===== config.mk =====
export PLATFORM = sky130hd
export DESIGN_NAME = result_window_acc
export DESIGN_NICKNAME = d
export VERILOG_FILES = /design/src/rtl/result_acc_pkg.sv /design/src/rtl/result_acc_max.sv /design/src/rtl/result_window_acc.sv
export SDC_FILE = /design/constraint.sdc
export NUM_CORES = 1
export LEC_CHECK = 0
export CAP_MARGIN = 20
export CORE_AREA = 2 2 48 50
export CTS_BUF_LIST = sky130_fd_sc_hd__clkbuf_4 sky130_fd_sc_hd__clkbuf_8
export DETAILED_ROUTE_END_ITERATION = 7
export DIE_AREA = 0 0 50 52
export PLACE_DENSITY_LB_ADDON = 0.3
export SLEW_MARGIN = 25
export SYNTH_ARGS = -nofsm -noshare
export SYNTH_HDL_FRONTEND = slang
export SYNTH_SLANG_ARGS = --single-unit

===== constraint.sdc =====
create_clock -name clk -period 2.2 [get_ports clk]
set_input_delay 0.55 -clock clk [delete_from_list [all_inputs] [get_ports clk]]
set_output_delay 0.55 -clock clk [all_outputs]
set_load 0.02 [all_outputs]

===== src/rtl/result_acc_pkg.sv =====
// rtl/result_acc_pkg.sv - shared types and constants for the result window accumulator
//
// Purpose: holds the two-state FSM enumeration and the sum/counter widths
//          used by result_window_acc and its max-tracking sub-module.
// Ports:   none (package).
package result_acc_pkg;

  localparam int SUM_W = 8;
  localparam int CNT_W = 5;

  typedef enum logic {
    ACCUM = 1'b0,
    DONE  = 1'b1
  } state_t;

endpackage


===== src/rtl/result_acc_max.sv =====
// rtl/result_acc_max.sv - running unsigned maximum of accepted window samples
//
// Purpose: keeps the largest sample loaded since the last clear.
// Ports:
//   clk    - clock, rising edge
//   reset  - synchronous active-high reset, zeroes the maximum
//   clr    - synchronous clear of the maximum (window abort or completion)
//   load   - sample on data is accepted this cycle
//   data   - unsigned sample
//   max_o  - current maximum
module result_acc_max #(
  parameter int DW = 4
) (
  input  logic          clk,
  input  logic          reset,
  input  logic          clr,
  input  logic          load,
  input  logic [DW-1:0] data,
  output logic [DW-1:0] max_o
);

  logic [DW-1:0] max_q;
  logic [DW-1:0] max_d;

  // clr beats load so a sample arriving with an abort never leaks into the next window
  always_comb begin
    max_d = max_q;
    if (clr) begin
      max_d = '0;
    end else if (load && (data > max_q)) begin
      max_d = data;
    end
  end

  always_ff @(posedge clk) begin
    if (reset) begin
      max_q <= '0;
    end else begin
      max_q <= max_d;
    end
  end

  assign max_o = max_q;

endmodule


===== src/rtl/result_window_acc.sv =====
// rtl/result_window_acc.sv - accumulates WINDOW result samples into a sum (and optional max)
//
// Purpose: sums WINDOW accepted unsigned samples, then presents the result with
//          a valid/ready handshake; holds it stable until taken.
// Build option: RESULT_ACC_MAX_EN - when defined, out_max tracks the largest
//               accepted sample; when undefined, out_max is tied to zero.
// Ports:
//   clk       - clock, rising edge
//   reset     - synchronous active-high reset (highest priority)
//   in_valid  - input sample present
//   in_data   - unsigned input sample (DW bits)
//   in_ready  - block accepts a sample this cycle (high while accumulating)
//   clear     - synchronous abort of the current window / pending result
//   out_valid - completed window result available
//   out_ready - downstream takes the result
//   out_sum   - sum of the window's samples
//   out_max   - maximum of the window's samples (or zero, see build option)
module result_window_acc
  import result_acc_pkg::*;
#(
  parameter int WINDOW = 4,
  parameter int DW     = 4
) (
  input  logic             clk,
  input  logic             reset,
  input  logic             in_valid,
  input  logic [DW-1:0]    in_data,
  output logic             in_ready,
  input  logic             clear,
  output logic             out_valid,
  input  logic             out_ready,
  output logic [SUM_W-1:0] out_sum,
  output logic [DW-1:0]    out_max
);

  state_t            state_q, state_d;
  logic [SUM_W-1:0]  sum_q, sum_d;
  logic [CNT_W-1:0]  cnt_q, cnt_d;

  logic accept;
  logic out_fire;
  logic win_clr;

  assign accept   = in_valid & in_ready;
  assign out_fire = out_valid & out_ready;
  // A completed handshake and an abort both restart the window from zero.
  assign win_clr  = clear | out_fire;

  // State register
  always_ff @(posedge clk) begin
    if (reset) begin
      state_q <= ACCUM;
    end else begin
      state_q <= state_d;
    end
  end

  // Datapath registers
  always_ff @(posedge clk) begin
    if (reset) begin
      sum_q <= '0;
      cnt_q <= '0;
    end else begin
      sum_q <= sum_d;
      cnt_q <= cnt_d;
    end
  end

  // Next-state and datapath update; clear wins over a same-cycle sample
  always_comb begin
    state_d = state_q;
    sum_d   = sum_q;
    cnt_d   = cnt_q;
    if (win_clr) begin
      state_d = ACCUM;
      sum_d   = '0;
      cnt_d   = '0;
    end else if (accept) begin
      sum_d = sum_q + SUM_W'(in_data);
      cnt_d = cnt_q + CNT_W'(1);
      if (cnt_d == CNT_W'(WINDOW)) begin
        state_d = DONE;
      end
    end
  end

  // Outputs decoded from state
  always_comb begin
    in_ready  = 1'b0;
    out_valid = 1'b0;
    case (state_q)
      ACCUM:   in_ready  = 1'b1;
      DONE:    out_valid = 1'b1;
      default: in_ready  = 1'b0;
    endcase
  end

  assign out_sum = sum_q;

`ifdef RESULT_ACC_MAX_EN
  result_acc_max #(
    .DW(DW)
  ) u_max (
    .clk   (clk),
    .reset (reset),
    .clr   (win_clr),
    .load  (accept),
    .data  (in_data),
    .max_o (out_max)
  );
`else
  assign out_max = '0;
`endif

endmodule


After elaboration in Yosys (flattened, before gate mapping)

Index checks and enable logic that the tools add are counted.

Bitwise gates (word level): 3
Reductions and logical operators: 2
$add $sub $neg: 2
Equal/unequal tests: 1
Mux-type cells: 2

Operators by type and width:

| kind                | count |
|---|---|
| $add 8x4->8         | 1 |
| $add 5x1->5 const B | 1 |
| $eq 5x3->1 const B  | 1 |
| $and 1x1->1         | 2 |
| $mux 1              | 2 |
| $reduce_and 2->1    | 1 |
| $reduce_or 2->1     | 1 |
| $or 1x1->1          | 1 |

Flip-flop bits (word level): 14
Output and inout bits: 14
Bits of input ports: 9
Logic and storage cells: 13

Logic depth before layout (Yosys ltp)

Word-level depth: 4
Mapped depth: 7
Gate-level depth less buffers: 7

Worst setup path before layout

OpenSTA, ideal clock, no wires.

Path kind: input -> register
Start point: in in_data[0]
End point: reg sum_q[4] (netlist: out_sum[4])
Slack: 414 ps
Library setup time: 72 ps
Cell stages on the path: 7
Required time: 2128 ps
Path buffers: 0
Arrival time: 1714 ps
Cells stage by stage: ha_1 -> inv_1 -> fa_1 -> nor2b_1 -> o21ai_0 -> a21oi_1 -> mux2i_1

Cells in the longest elaborated chain, start to end: 1

RTL lines:

| item                 | line                    | RTL |
|---|---|---|
| from (decl)          | result_window_acc.sv:27 | `input logic [DW-1:0] in_data,` |
| $add 8x4->8          | result_window_acc.sv:79 | `sum_d = sum_q + SUM_W'(in_data);` |
| to (signal assigned) | result_window_acc.sv:64 | `sum_q <= sum_d;` |
| to (decl)            | result_window_acc.sv:37 | `logic [SUM_W-1:0] sum_q, sum_d;` |

Every way passes these cells.
A chain may end at the register's enable or synchronous reset.

Worst setup path in the final report

Start point: in in_data[0]
End point: reg sum_q[6] (netlist: out_sum[6])

Same word-level chain as after synthesis.

==> run metrics <==
Warnings, synthesis=0; TritonRoute pass-1 iters=4; EDFF count, synth=0; HP Class=flop to flop; Mapped Cells=94; Layout area overhead=30.6%; largest net degree at the start of global routing=12; total wire length=around 1600 um; CP max stage delay=between 0.4 and 0.5 ns; initial antenna violation count=0; CORE AREA=0.00211 mm^2; kind of critical path=input port to flop; Worst setup EP type=flop; most frequent cells in the layout=18 x clkdlybuf4s50_1, 14 x dfxtp_1, 10 x nand2_1; multi-input logic area=465 um^2; Initial Util=a little under two fifths; placed cell area=about 0.0010 mm^2; Post-CTS Hold Buffers=0; Die Width=~50 um; Max Cap Viol=0; port bufs=18; Slew Viols, Final=0; Crit-path slowest cell=clkdlybuf4s50_1; syn avg cell area=about 8.5 um^2; H-tree level count=1; critical path cell sequence=clkdlybuf4s50_1 -> ha_1 -> inv_1 -> fa_1 -> nor2b_1 -> o21ai_0 -> a21oi_1 -> mux2i_1; DRC errors left=0; critical path data required time=around 2.4 ns; sequential area share after synthesis=35.1%; Yosys cell types=27; Final Cycle Share=92.9%; final core occ=about half; Tmin final=2.04 ns; clock slew at the register clock pins of the worst setup and hold paths=approximately 0.090 ns; RSZ-0062 raised after global routing=false; clk buf depth=2; Skew-Pair Late Insertion Delay=0.28 ns; drt via density=4.84; dominant cell type by area after synthesis=dfxtp_1; dpl hpwl=1240 um; Final Cell Area=~0.0010 mm^2; clock root cell=clkbuf_4; # IOs=23; die height=between 50 and 60 um; Post-synth ARST share=0%; FILL cells=about 200; Routed Antenna Nets=0; first-pass GRT wire length=between 2000 and 3000 um; Vias=between 600 and 700; GPL Wtd Cong=roughly 0.83; status=complete, no violations; All-Layer GR Usage=13.8%; vias in the first global route=about 630; top post-synthesis cells by area=dfxtp_1 35%, ha_1 9.4%, a21oi_1 5.0%; Iteration-0 DRC Markers=13; Clock Skew=~0.0039 ns; Overflow after GRT=0; register area=around 280 um^2; Final Power=between 0.5 and 0.6 mW; CP Launch Type=input port; Final nets=roughly 130; Cell Pwr Density=510 mW/mm^2; CTS Sinks=14; post-synth top area share=about a third; Setup Fix Bufs, Post-CTS=0; wire per inst=between 10 and 15 um; row count=17; Syn Std Cell Area=798 um^2; CTS tree=yes; FMAX=about 490 MHz; critical path buffer and inverter count=2; Worst IR Drop VDD=0.372 mV; commonest non-fill, non-tap cell in the layout=clkdlybuf4s50_1; delay-heaviest family, CP=adder cells; clock buffer count from CTS=3; post_cts resized=0; worst-path maximum fanout=2; Setup-failing EPs final=0; Arrival @ worst endpoint=approximately 2.3 ns; layout cells sized above 1=7.76%; Antenna Diode Count=0; total die area=roughly 0.0026 mm^2; top_reg_cell synth=dfxtp_1; leakage power=roughly 0.4 nW; Seq cells post-synth=14; Fin. Hold Viols=0
## registers in the layout (all words and copies together) (netlist names)
| name | flops |
|---|---|
| cnt_q | 5 |
| out_sum | 8 |
| state_q | 1 |
## layout make-up
type,instances,share of cell area (%)
repair buffers,21,19.4
clock buffers,4,3.48
flip-flops and latches,14,26.9
multi-input cells,71,44.7
inverters,6,2.16
well taps,28,3.36
## power breakdown
part / leakage, nW / internal (mW) / switching, mW
logic: 0.276 / 0.0377 / 0.0417
clock network: 0.0210 / 0.101 / 0.0893
registers: 0.113 / 0.258 / 0.00454
total: 0.411 / 0.396 / 0.136
## through the flow
step | cells | hold slack (ns) | setup WS, ns | TNS [ns]
final | 144 | 0.482 | 0.157 | 0
after global routing | 144 | 0.501 | 0.0496 | 0
after CTS | 144 | 0.479 | 0.165 | 0
after detailed placement | 140 | 0.465 | -0.141 | -0.281
after global placement | 140 | 0.461 | -0.0884 | -0.176
after floorplan | 97 | 0.469 | 0.414 | 0
## worst paths after layout
check / start / end / slack (ns) / cells past startpoint
min reg2reg: out_sum[2] / out_sum[2] / 0.48 / 2
min: out_sum[2] / out_sum[2] / 0.48 / 2
max: in_data[0] / out_sum[6] / 0.16 / 8
max reg2reg: out_sum[0] / out_sum[6] / 0.49 / 7
## Yosys cell counts, drive strengths merged (3+ instances only)
library cell / number
a21oi: 8
xnor2: 3
a211oi: 3
nor2: 7
ha: 6
dfxtp: 14
nand2: 10
nand3: 4
or3: 3
nand2b: 3
buf: 5
inv: 6
xor2: 3
o21ai: 5
## tightest hold or removal path, cell delays in order (launching register included)
cell and delay [ns]:
dfxtp_1 0.34, nand2_1 0.06, a21oi_1 0.05
## routing by layer
| layer | vias up | GRT usage (%) | wire, um |
|---|---|---|---|
| li1 | 356 | - | - |
| met1 | 315 | 15.6 | 685 |
| met2 | 21 | 22.1 | 763 |
| met3 | 5 | 4.02 | 108 |
| met4 | 0 | 9.72 | 40 |
| met5 | - | 0 | 0 |
## cell families after synthesis
group           share of synthesized area, %
simple gates                            18.7
compound gates                          16.8
flops                                   35.1
buf+inv                                 7.99
fa+ha+maj                               11.9
xor+xnor                                6.58
mux                                     2.51
other cells                            0.470
Note: power is estimated with default switching activity, not from simulation.
==> variant (config.mk and constraints unchanged) <==
The option `RESULT_ACC_MAX_EN` is turned on by a define.
--- a/src/rtl/result_window_acc.sv
+++ b/src/rtl/result_window_acc.sv
@@ -16,4 +16,6 @@
 //   out_sum   - sum of the window's samples
 //   out_max   - maximum of the window's samples (or zero, see build option)
+`define RESULT_ACC_MAX_EN
+
 module result_window_acc
   import result_acc_pkg::*;
Check against the original RTL: not equivalent (a bounded check fails within 4 cycles, from zero or initial values).
==> variant against the original RTL <==
  * Synthesized area up 31%
  * Setup slack worse by 34 ps
  * Wire length up 35%
  * Final area up 32%
  * Power up 26%
  * Utilization up 16 points
  * Synthesized cell count up 29%
  * Sequential cell count up 4
  * Critical endpoint unchanged
==> variant: results (changes against the original RTL) <==
----------------------------------------------------
[Status]
  Result of the run ... finished, final reports clean

[Worst setup path]
  Kind of cell with the highest combined delay on the critical path ... buffers and inverters
  Startpoint of the most critical register-to-register path ... out_sum[0]
  Biggest fanout along the worst timing path ... 3 (+1)
  Arrival @ worst endpoint ... 2320 ps (+60 ps)
  Peak per-stage delay on the critical path ... 500 ps (+40 ps)

[Clock tree]
  Clock latency at the later pin of the worst-skew pair ... 300 ps (+20 ps)
  Post-CTS clock slew at the launch and capture registers of the worst setup and hold paths ... 110 ps (+20 ps)

[GRT]
  Via count of the first global-routing pass ... 895 (+42%)
  GRT met3 Usage ... 0.04598 (+0.005747)
  Overall routing resource usage ... 0.1877 (+0.05002)
  Global-route wire length before repair ... 3677 um (+43%)
  Met1 track demand over resource ... 0.2220 (+0.06627)
  Met2 capacity usage during global routing ... 0.3114 (+0.08991)
  Largest net degree at the start of global routing ... 15 (+3)

[Layout]
  Post-route cell area ... 0.001373 mm^2 (+32%)
  Non-Filler Instances ... 180 (+25%)
  Share of final-layout standard cells stronger than drive strength 1 ... 0.1250 (+0.04741)
  Total of plain and repair buffers excluding clock buffers ... 31 (+48%)
  Non-clock buffers, area share ... 0.2097 (+0.01518)
  Multi-input comb cells ... 89 (+25%)
  Fill cell instance count of the final layout ... 170 (-13%)
  Count of non-CTS inverters in the layout ... 10 (+4)
  Final-layout clock-cell area share ... 0.02644 (-0.008378)
  Clock buffer count in the final layout ... 4 (unchanged)
  Share of the final layout cell area in multi-input gates ... 0.4485 (+0.001916)
  Number of flip-flops and latches ... 18 (+4)
  Seq area share ... 0.2625 (-0.006374)

[Placement]
  Post-DP Area ... 0.001334 mm^2 (+33%)
  Dpl ws ... -212.8 ps (-71.34 ps)
  Detailed Place HPWL ... 1674 um (+35%)
  Global placement routability congestion ... 0.8891 (+7.2%)
  Buffers added on ports ... 22 (+4)

[Timing]
  Clock Skews ... 5.965 ps (+2.097 ps)

[Routing]
  First DRT Iteration DRCs ... 4 (-9)
  Average wire per standard cell ... 11.93 um (+7.6%)
  Post-Route M1 WL ... 1003 um (+46%)
  Amount of wire on met2 after detailed routing ... 1002 um (+31%)

[Logic synthesis]
  Most area-consuming cells after synthesis ... sky130_fd_sc_hd__dfxtp_1 35%, sky130_fd_sc_hd__ha_1 12%, sky130_fd_sc_hd__nand2_1 6.5%
  Proportion of synthesized chip area in sequential cells ... 0.3453 (-0.005773)
  Netlist cell types ... 31 (+15%)
  Mean post-synth cell area ... 8.624 um^2 (+1.6%)
  Nets in the synthesized netlist ... 141
  Most numerous cell types in the synthesized netlist ... 18 x sky130_fd_sc_hd__dfxtp_1, 18 x sky130_fd_sc_hd__nand2_1, 10 x sky130_fd_sc_hd__a21oi_1, 10 x sky130_fd_sc_hd__ha_1, 10 x sky130_fd_sc_hd__inv_1

[Pwr]
  Switching power ... 0.0001759 W (+30%)
  IR Drop Worst-Case VDD ... 0.3924 mV (+5.4%)
  Lkg Pwr ... 0.5383 nW (+31%)

----------------------------------------------------
variant: cells by family after synthesis:
logic type                 synth area share
muxes                               0.05756
xor gates and xnor gates            0.04197
DFF                                  0.3453
buffers and inverters               0.06715
and+or+nand+nor                      0.1894
adders and majority gates            0.1391
AOI/OAI and AO/OA                    0.1595
variant: worst paths after layout:
| kind | to | slack, ps |
|---|---|---|
| max reg2reg | out_sum[6] | 510 |
| min reg2reg | out_sum[2] | 490 |
| max | out_sum[6] | 120 |
| min | out_sum[2] | 490 |
variant: power by group through the flow:
stage | Clock (W) | Sequential (W) | Combinational [W]
floorplan | 0 | 0.000353 | 0.0000622
global placement | 0 | 0.000346 | 0.000118
detailed placement | 0 | 0.000347 | 0.000121
CTS | 0.000212 | 0.000339 | 0.000122
global route | 0.000233 | 0.000341 | 0.000136
finish | 0.000211 | 0.000339 | 0.000122
variant: what timing repair did:
action / in CTS / in global routing
endpoints found under the setup margin: 0 / 1
resized for setup: 0 / 1
setup buffers: 0 / 0
endpoints found under the hold margin: 0 / 0
